<file path="config.mk">
export PLATFORM = sky130hd
export DESIGN_NAME = tcp_tx_engine_flat
export DESIGN_NICKNAME = d
export VERILOG_FILES = /design/src/rtl/tcp_pkg.sv /design/src/rtl/tcp_tx_engine_if.sv /design/src/rtl/tcp_tx_seg_calc.sv /design/src/rtl/tcp_tx_engine.sv /design/src/flat_wrapper.sv
export SDC_FILE = /design/constraint.sdc
export NUM_CORES = 1
export LEC_CHECK = 0
export CELL_PAD_IN_SITES_DETAIL_PLACEMENT = 0
export CELL_PAD_IN_SITES_GLOBAL_PLACEMENT = 1
export CORE_ASPECT_RATIO = 0.75
export CORE_MARGIN = 2
export CORE_UTILIZATION = 42
export DETAILED_ROUTE_END_ITERATION = 8
export PLACE_DENSITY_LB_ADDON = 0.25
export SYNTH_ARGS = -nofsm -noshare
export SYNTH_HDL_FRONTEND = slang
export SYNTH_SLANG_ARGS = --single-unit
</file>
<file path="constraint.sdc">
create_clock -name clk -period 17.45 [get_ports clk]
set_input_delay 3.49 -clock clk [delete_from_list [all_inputs] [get_ports clk]]
set_output_delay 3.49 -clock clk [all_outputs]
set_load 0.01 [all_outputs]
</file>
<file path="src/rtl/tcp_pkg.sv">
// Shared constants, descriptor layout and FSM encoding for the TCP transmit engine.
package tcp_pkg;
    localparam int FLOWID_W = 6;
    localparam int TX_PTR_W = 16;
    localparam int MSS      = 1460;

    localparam logic [7:0] TCP_FLAG_FIN = 8'h01;
    localparam logic [7:0] TCP_FLAG_SYN = 8'h02;
    localparam logic [7:0] TCP_FLAG_RST = 8'h04;
    localparam logic [7:0] TCP_FLAG_PSH = 8'h08;
    localparam logic [7:0] TCP_FLAG_ACK = 8'h10;

    typedef struct packed {
        logic [FLOWID_W-1:0] flowid;
        logic [31:0]         seq;
        logic [31:0]         ack;
        logic [7:0]          flags;
        logic [15:0]         win;
        logic [TX_PTR_W-1:0] payload_addr;
        logic [15:0]         payload_len;
    } tx_pkt_desc_struct;

    typedef enum logic [2:0] {
        ST_IDLE,
        ST_RD,
        ST_WAIT,
        ST_CALC,
        ST_OUT
    } tx_state_e;
endpackage

</file>
<file path="src/rtl/tcp_tx_engine_if.sv">
// Scheduler, flow-state RAM and assembler signals of the TX engine; master is the engine side.
interface tcp_tx_engine_if;
    import tcp_pkg::*;

    logic                sched_req_val;
    logic [FLOWID_W-1:0] sched_req_flowid;
    logic                sched_req_rt;
    logic                sched_req_rdy;

    logic                state_rd_req_val;
    logic [FLOWID_W-1:0] state_rd_req_addr;
    logic [31:0]         rd_resp_our_seq;
    logic [31:0]         rd_resp_ack_num;
    logic [15:0]         rd_resp_their_win;
    logic [15:0]         rd_resp_our_win;
    logic [TX_PTR_W:0]   rd_resp_head_ptr;
    logic [TX_PTR_W:0]   rd_resp_tail_ptr;

    logic                seq_wr_req_val;
    logic [FLOWID_W-1:0] seq_wr_req_addr;
    logic [31:0]         seq_wr_req_data;

    logic                tx_pkt_val;
    logic                tx_pkt_rdy;
    logic [FLOWID_W-1:0] tx_pkt_flowid;
    logic [31:0]         tx_pkt_seq_num;
    logic [31:0]         tx_pkt_ack_num;
    logic [7:0]          tx_pkt_flags;
    logic [15:0]         tx_pkt_win;
    logic [TX_PTR_W-1:0] tx_pkt_payload_addr;
    logic [15:0]         tx_pkt_payload_len;

    modport master (
        input  sched_req_val, sched_req_flowid, sched_req_rt,
        output sched_req_rdy,
        output state_rd_req_val, state_rd_req_addr,
        input  rd_resp_our_seq, rd_resp_ack_num, rd_resp_their_win, rd_resp_our_win,
        input  rd_resp_head_ptr, rd_resp_tail_ptr,
        output seq_wr_req_val, seq_wr_req_addr, seq_wr_req_data,
        output tx_pkt_val,
        input  tx_pkt_rdy,
        output tx_pkt_flowid, tx_pkt_seq_num, tx_pkt_ack_num, tx_pkt_flags,
        output tx_pkt_win, tx_pkt_payload_addr, tx_pkt_payload_len
    );

    modport slave (
        output sched_req_val, sched_req_flowid, sched_req_rt,
        input  sched_req_rdy,
        input  state_rd_req_val, state_rd_req_addr,
        output rd_resp_our_seq, rd_resp_ack_num, rd_resp_their_win, rd_resp_our_win,
        output rd_resp_head_ptr, rd_resp_tail_ptr,
        input  seq_wr_req_val, seq_wr_req_addr, seq_wr_req_data,
        input  tx_pkt_val,
        output tx_pkt_rdy,
        input  tx_pkt_flowid, tx_pkt_seq_num, tx_pkt_ack_num, tx_pkt_flags,
        input  tx_pkt_win, tx_pkt_payload_addr, tx_pkt_payload_len
    );
endinterface

</file>
<file path="src/rtl/tcp_tx_seg_calc.sv">
// Combinational segment sizing: start point, payload length and advanced sequence number.
module tcp_tx_seg_calc
    import tcp_pkg::*;
#(
    parameter int PTR_W   = TX_PTR_W,
    parameter int SEG_MSS = MSS
) (
    input  logic [31:0]  i_our_seq,
    input  logic [PTR_W:0] i_head,
    input  logic [PTR_W:0] i_tail,
    input  logic [15:0]  i_their_win,
    input  logic         i_rt,
    output logic [31:0]  o_start_seq,
    output logic [15:0]  o_len,
    output logic [31:0]  o_new_seq,
    output logic [7:0]   o_flags
);
    localparam int P = PTR_W + 1;

    logic [P-1:0] w_inflight, w_start_ptr, w_avail, w_used, w_win, w_room, w_len;

    // Pointer differences are modulo 2^P so wraps across the extra MSB fall out naturally.
    assign w_inflight  = i_our_seq[PTR_W:0] - i_head;
    assign o_start_seq = i_rt ? i_our_seq - 32'(w_inflight) : i_our_seq;
    assign w_start_ptr = o_start_seq[PTR_W:0];
    assign w_avail     = i_tail - w_start_ptr;
    assign w_used      = i_rt ? '0 : w_inflight;
    assign w_win       = P'(i_their_win);
    assign w_room      = (w_used > w_win) ? '0 : w_win - w_used;

    always_comb begin
        w_len = w_avail;
        if (w_room < w_len)         w_len = w_room;
        if (P'(SEG_MSS) < w_len)    w_len = P'(SEG_MSS);
    end

    assign o_len     = 16'(w_len);
    // A retransmit only advances the sequence if it reaches past what was already sent.
    assign o_new_seq = i_rt ? ((w_len > w_inflight) ? o_start_seq + 32'(w_len) : i_our_seq)
                            : i_our_seq + 32'(w_len);
    assign o_flags   = TCP_FLAG_ACK | ((w_len != '0) ? TCP_FLAG_PSH : 8'h00);
endmodule

</file>
<file path="src/rtl/tcp_tx_engine.sv">
// Per-flow TX engine: reads flow state, sizes one segment, emits a descriptor, writes back seq.
module tcp_tx_engine
    import tcp_pkg::*;
(
    input logic            clk,
    input logic            rst,
    tcp_tx_engine_if.master bus
);
    tx_state_e         r_state;
    logic              r_rdy, r_rd_val, r_tx_val, r_rt, r_wr_need;
    logic [FLOWID_W-1:0] r_flowid;
    logic [31:0]       r_our_seq, r_ack, r_new_seq;
    logic [15:0]       r_their_win, r_our_win;
    logic [TX_PTR_W:0] r_head, r_tail;
    tx_pkt_desc_struct r_desc;

    logic [31:0] w_start_seq, w_new_seq;
    logic [15:0] w_len;
    logic [7:0]  w_flags;

    tcp_tx_seg_calc #(.PTR_W(TX_PTR_W), .SEG_MSS(MSS)) u_seg_calc (
        .i_our_seq   (r_our_seq),
        .i_head      (r_head),
        .i_tail      (r_tail),
        .i_their_win (r_their_win),
        .i_rt        (r_rt),
        .o_start_seq (w_start_seq),
        .o_len       (w_len),
        .o_new_seq   (w_new_seq),
        .o_flags     (w_flags)
    );

    always_ff @(posedge clk or posedge rst) begin
        if (rst) begin
            r_state     <= ST_IDLE;
            r_rdy       <= 1'b0;
            r_rd_val    <= 1'b0;
            r_tx_val    <= 1'b0;
            r_rt        <= 1'b0;
            r_wr_need   <= 1'b0;
            r_flowid    <= '0;
            r_our_seq   <= '0;
            r_ack       <= '0;
            r_new_seq   <= '0;
            r_their_win <= '0;
            r_our_win   <= '0;
            r_head      <= '0;
            r_tail      <= '0;
            r_desc      <= '0;
        end else begin
            case (r_state)
                ST_IDLE: begin
                    r_rdy <= 1'b1;
                    if (bus.sched_req_val && r_rdy) begin
                        r_flowid <= bus.sched_req_flowid;
                        r_rt     <= bus.sched_req_rt;
                        r_rdy    <= 1'b0;
                        r_rd_val <= 1'b1;
                        r_state  <= ST_RD;
                    end
                end
                ST_RD: begin
                    r_rd_val <= 1'b0;
                    r_state  <= ST_WAIT;
                end
                ST_WAIT: begin
                    r_our_seq   <= bus.rd_resp_our_seq;
                    r_ack       <= bus.rd_resp_ack_num;
                    r_their_win <= bus.rd_resp_their_win;
                    r_our_win   <= bus.rd_resp_our_win;
                    r_head      <= bus.rd_resp_head_ptr;
                    r_tail      <= bus.rd_resp_tail_ptr;
                    r_state     <= ST_CALC;
                end
                ST_CALC: begin
                    r_desc <= '{flowid:       r_flowid,
                                seq:          w_start_seq,
                                ack:          r_ack,
                                flags:        w_flags,
                                win:          r_our_win,
                                payload_addr: w_start_seq[TX_PTR_W-1:0],
                                payload_len:  w_len};
                    r_new_seq <= w_new_seq;
                    r_wr_need <= (w_new_seq != r_our_seq);
                    r_tx_val  <= 1'b1;
                    r_state   <= ST_OUT;
                end
                ST_OUT: begin
                    if (bus.tx_pkt_rdy) begin
                        r_tx_val <= 1'b0;
                        r_rdy    <= 1'b1;
                        r_state  <= ST_IDLE;
                    end
                end
                default: r_state <= ST_IDLE;
            endcase
        end
    end

    assign bus.sched_req_rdy     = r_rdy;
    assign bus.state_rd_req_val  = r_rd_val;
    assign bus.state_rd_req_addr = r_flowid;

    // Write-back strobes in the same cycle the assembler takes the descriptor.
    assign bus.seq_wr_req_val  = r_tx_val && bus.tx_pkt_rdy && r_wr_need;
    assign bus.seq_wr_req_addr = r_desc.flowid;
    assign bus.seq_wr_req_data = r_new_seq;

    assign bus.tx_pkt_val          = r_tx_val;
    assign bus.tx_pkt_flowid       = r_desc.flowid;
    assign bus.tx_pkt_seq_num      = r_desc.seq;
    assign bus.tx_pkt_ack_num      = r_desc.ack;
    assign bus.tx_pkt_flags        = r_desc.flags;
    assign bus.tx_pkt_win          = r_desc.win;
    assign bus.tx_pkt_payload_addr = r_desc.payload_addr;
    assign bus.tx_pkt_payload_len  = r_desc.payload_len;
endmodule

</file>
<file path="src/flat_wrapper.sv">
// flat-port wrapper written by rule: the top's interface ports become plain ports
module tcp_tx_engine_flat import tcp_pkg::*;
  (clk, rst, bus_sched_req_val, bus_sched_req_flowid, bus_sched_req_rt, bus_sched_req_rdy, bus_state_rd_req_val, bus_state_rd_req_addr, bus_rd_resp_our_seq, bus_rd_resp_ack_num, bus_rd_resp_their_win, bus_rd_resp_our_win, bus_rd_resp_head_ptr, bus_rd_resp_tail_ptr, bus_seq_wr_req_val, bus_seq_wr_req_addr, bus_seq_wr_req_data, bus_tx_pkt_val, bus_tx_pkt_rdy, bus_tx_pkt_flowid, bus_tx_pkt_seq_num, bus_tx_pkt_ack_num, bus_tx_pkt_flags, bus_tx_pkt_win, bus_tx_pkt_payload_addr, bus_tx_pkt_payload_len);
  tcp_tx_engine_if bus_i ();
  input logic clk;
  input logic rst;
  input wire logic [$bits(bus_i.sched_req_val)-1:0] bus_sched_req_val;
  input wire logic [$bits(bus_i.sched_req_flowid)-1:0] bus_sched_req_flowid;
  input wire logic [$bits(bus_i.sched_req_rt)-1:0] bus_sched_req_rt;
  output wire logic [$bits(bus_i.sched_req_rdy)-1:0] bus_sched_req_rdy;
  output wire logic [$bits(bus_i.state_rd_req_val)-1:0] bus_state_rd_req_val;
  output wire logic [$bits(bus_i.state_rd_req_addr)-1:0] bus_state_rd_req_addr;
  input wire logic [$bits(bus_i.rd_resp_our_seq)-1:0] bus_rd_resp_our_seq;
  input wire logic [$bits(bus_i.rd_resp_ack_num)-1:0] bus_rd_resp_ack_num;
  input wire logic [$bits(bus_i.rd_resp_their_win)-1:0] bus_rd_resp_their_win;
  input wire logic [$bits(bus_i.rd_resp_our_win)-1:0] bus_rd_resp_our_win;
  input wire logic [$bits(bus_i.rd_resp_head_ptr)-1:0] bus_rd_resp_head_ptr;
  input wire logic [$bits(bus_i.rd_resp_tail_ptr)-1:0] bus_rd_resp_tail_ptr;
  output wire logic [$bits(bus_i.seq_wr_req_val)-1:0] bus_seq_wr_req_val;
  output wire logic [$bits(bus_i.seq_wr_req_addr)-1:0] bus_seq_wr_req_addr;
  output wire logic [$bits(bus_i.seq_wr_req_data)-1:0] bus_seq_wr_req_data;
  output wire logic [$bits(bus_i.tx_pkt_val)-1:0] bus_tx_pkt_val;
  input wire logic [$bits(bus_i.tx_pkt_rdy)-1:0] bus_tx_pkt_rdy;
  output wire logic [$bits(bus_i.tx_pkt_flowid)-1:0] bus_tx_pkt_flowid;
  output wire logic [$bits(bus_i.tx_pkt_seq_num)-1:0] bus_tx_pkt_seq_num;
  output wire logic [$bits(bus_i.tx_pkt_ack_num)-1:0] bus_tx_pkt_ack_num;
  output wire logic [$bits(bus_i.tx_pkt_flags)-1:0] bus_tx_pkt_flags;
  output wire logic [$bits(bus_i.tx_pkt_win)-1:0] bus_tx_pkt_win;
  output wire logic [$bits(bus_i.tx_pkt_payload_addr)-1:0] bus_tx_pkt_payload_addr;
  output wire logic [$bits(bus_i.tx_pkt_payload_len)-1:0] bus_tx_pkt_payload_len;
  assign bus_i.sched_req_val = bus_sched_req_val;
  assign bus_i.sched_req_flowid = bus_sched_req_flowid;
  assign bus_i.sched_req_rt = bus_sched_req_rt;
  assign bus_sched_req_rdy = bus_i.sched_req_rdy;
  assign bus_state_rd_req_val = bus_i.state_rd_req_val;
  assign bus_state_rd_req_addr = bus_i.state_rd_req_addr;
  assign bus_i.rd_resp_our_seq = bus_rd_resp_our_seq;
  assign bus_i.rd_resp_ack_num = bus_rd_resp_ack_num;
  assign bus_i.rd_resp_their_win = bus_rd_resp_their_win;
  assign bus_i.rd_resp_our_win = bus_rd_resp_our_win;
  assign bus_i.rd_resp_head_ptr = bus_rd_resp_head_ptr;
  assign bus_i.rd_resp_tail_ptr = bus_rd_resp_tail_ptr;
  assign bus_seq_wr_req_val = bus_i.seq_wr_req_val;
  assign bus_seq_wr_req_addr = bus_i.seq_wr_req_addr;
  assign bus_seq_wr_req_data = bus_i.seq_wr_req_data;
  assign bus_tx_pkt_val = bus_i.tx_pkt_val;
  assign bus_i.tx_pkt_rdy = bus_tx_pkt_rdy;
  assign bus_tx_pkt_flowid = bus_i.tx_pkt_flowid;
  assign bus_tx_pkt_seq_num = bus_i.tx_pkt_seq_num;
  assign bus_tx_pkt_ack_num = bus_i.tx_pkt_ack_num;
  assign bus_tx_pkt_flags = bus_i.tx_pkt_flags;
  assign bus_tx_pkt_win = bus_i.tx_pkt_win;
  assign bus_tx_pkt_payload_addr = bus_i.tx_pkt_payload_addr;
  assign bus_tx_pkt_payload_len = bus_i.tx_pkt_payload_len;
  tcp_tx_engine u_core (.clk(clk), .rst(rst), .bus(bus_i));
endmodule
</file>
==> reports/metrics.yaml <==
outcome:
  outcome: "complete, no violations"
critical_path:
  cp_common_cell: "o21ai_0"
  cp-end-kind: "register"
  slowest_delay_ns: 0.85
  cp_slowest_cell: "mux2i_1"
  worstSetupPathType: "register to register"
  cp_max_fo: 14
  worstPathArrival_ns: 15.82
  critical_path_required_ns: 17.93
  start_kind: "register"
  rr_worst_depth: 51
floorplan:
  die_width_um: 252
  io_pins: 315
  rows: 68
  core_um2: 45800
  dieArea_um2: 47900
  die_h_um: 190
  initial_core_util_pct: 42.4
synthesis:
  synth.top_cells.by_count: "nand2_1 (350), dfrtp_1 (280), nor2_1 (143)"
  synth.area.top_cells: "dfrtp_1 (36%), ha_1 (7.2%), mux2_2 (7.0%), nand2_1 (6.8%), xnor2_1 (4.2%)"
  async_reset_ff_share_pct: 100
  ys_warn_count: 0
  ys_ff_latch: 280
  yosysUniqueCellTypes: 114
  avgSynthCellArea_um2: 8.96
  synth_edf_count: 0
  synth_seq_area_share_pct: 36.1
  synthMostInstantiatedCell: "nand2_1"
  netlist.area_leader.share_pct: 36.1
  synth_top_area_cell: "dfrtp_1"
  syn-cell-area_um2: 19400
  synth_ff_type: "dfrtp_1"
  synthCells: 2166
sta:
  holdWs_ns: 0.461
  skew_ns: 0.0292
  fmax_ghz: 0.0652
  fin_crit_sh_pct: 87.9
  fin_setup_tns_ns: 0
  rsz0062_at_grt: "false"
  finalCriticalPeriod_ns: 15.34
  tightest_slew_ns: 1.06
  setup_viol: 0
  slew_headroom_pct: 27.6
  hold_violations: 0
  drv_slew: 0
grt:
  grt_pass1_vias: 16400
  grt.total_usage_pct: 26.3
  antenna_found_initial: 2
  grt_pass1_wl_um: 98000
  grt_start_max_net_pins: 92
  grt-ovfl-total: 0
clock_tree:
  ctsHoldBuffers: 0
  cts_tree: "built"
  clk_pin_slew_ns: 0.06
  root_buffer: "clkbuf_16"
  cts_num_sinks: 280
  numCtsBuffers: 30
  clock_insertion_delay_worst_skew_ns: 0.62
  cts_setup_buffers: 0
  cts_max_path_buffers: 3
  cts_htree_levels: 1
  cts_resized: 0
min_path:
  hold_depth: 2
  hp-class: "register to register"
place:
  place_congestion: 0.948
  port_buffers: 308
  place_hpwl_um: 47700
  placed_cells: 2975
route:
  drtPass1Iterations: 6
  drt_iter0_drc: 1125
  wirelength_um: 63200
  drc: 0
  top_layer_used: "met4"
  wl_met1_um: 30700
  viasPerCell: 5.51
  ant_nets: 0
  dr_wl_met2_um: 27500
  wl_per_cell_um: 20.9
  via_count: 16700
  wl_met3_um: 3830
cells_and_area:
  fin_nets: 2671
  drive_above_1_share_pct: 10.4
  fin_cells: 3031
  area_delta_synth_final_pct: 22.3
job:
  maxCapViolations: 0
[per-stage QoR]
stage               util, %  setup WS, ns  area, µm²
finish                 51.9          2.11      23700
global route           51.9         0.688      23700
CTS                    51.8          2.30      23700
detailed placement     49.6          2.43      22700
global placement       49.6          2.62      22700
floorplan                 -          5.00      19500
[cells by family (layout without fill, tap and decap cells)]
logic type | Yosys count | after routing | synth area share (%)
mux | 138 | 138 | 7.93
fa+ha+maj | 122 | 122 | 8.06
flops | 280 | 280 | 36.1
simple gates | 751 | 751 | 18.0
compound gates | 508 | 508 | 17.9
xor+xnor | 137 | 137 | 6.32
other cells | 1 | 22 | 0.0193
buf+inv | 229 | 478 | 5.71
[area by class of cell]
type                    instances  area (µm²)
clock inverters                11         136
inverters                     100         383
clock buffers                  43         880
diodes                          2        5.00
well taps                     595         744
repair buffers                324        3200
flip-flops and latches        280        7010
fillers                      4253       22000
multi-input cells            1676       11400
[flip-flops by register name (all words and copies together), names as in the netlist, 2 cells and up]
name,flops
u_core.bus.state_rd_req_addr,6
u_core.r_head,17
u_core.bus.tx_pkt_ack_num,32
u_core.bus.tx_pkt_payload_len,16
u_core.bus.tx_pkt_payload_addr,15
u_core.bus.tx_pkt_seq_num,17
u_core.bus.seq_wr_req_addr,6
u_core.bus.seq_wr_req_data,32
u_core.r_our_win,16
u_core.r_their_win,16
u_core.bus.tx_pkt_win,16
u_core.r_state,3
u_core.r_ack,32
u_core.bus.tx_pkt_flags,2
u_core.r_tail,17
u_core.r_our_seq,32
[cell usage in the layout (no fill, tap or decap), types with 29 or more instances in the layout]
master / count
a21o_1: 32
a21oi_1: 99
inv_1: 96
mux2_2: 120
clkdlybuf4s50_1: 308
clkbuf_16: 30
o21ai_0: 130
nand2_1: 349
nor3_1: 37
ha_1: 112
nand2b_1: 29
dfrtp_1: 279
xnor2_1: 93
nor2_1: 142
xor2_1: 42
[path summary, 6_finish.rpt]
| check | startpoint | end | slack, ns |
|---|---|---|---|
| max | u_core.r_our_seq[3] | u_core.bus.seq_wr_req_data[30] | 2.11 |
| min | u_core.r_ack[21] | u_core.bus.tx_pkt_ack_num[21] | 0.46 |
| min reg2reg | u_core.r_ack[21] | u_core.bus.tx_pkt_ack_num[21] | 0.46 |
| max reg2reg | u_core.r_our_seq[3] | u_core.bus.seq_wr_req_data[30] | 2.11 |
| min in group asynchronous | rst | u_core.r_head[15] | 3.40 |
| max in group asynchronous | rst | u_core.bus.seq_wr_req_data[29] | 12.67 |
[per-layer routing]
layer	up-vias	track usage (%)
met5	-	0
met4	0	5.17
met3	69	4.38
met2	504	40.4
met1	8066	39.0
li1	8063	-
[worst max-delay path, delay by kind of cell (launching register included)]
kind / cells / cell delay, ns
adder cells (fa/ha/maj): 5 / 1.88
multiplexers: 2 / 1.20
XOR/XNOR: 2 / 0.59
AND/OR/NAND/NOR: 13 / 4.01
buffers and inverters: 2 / 0.57
flip-flops: 1 / 0.56
AO/OA/AOI/OAI: 27 / 6.37
Power is not shown: default switching activity piles up to over one toggle a cycle in this logic, so the estimate is an artifact.
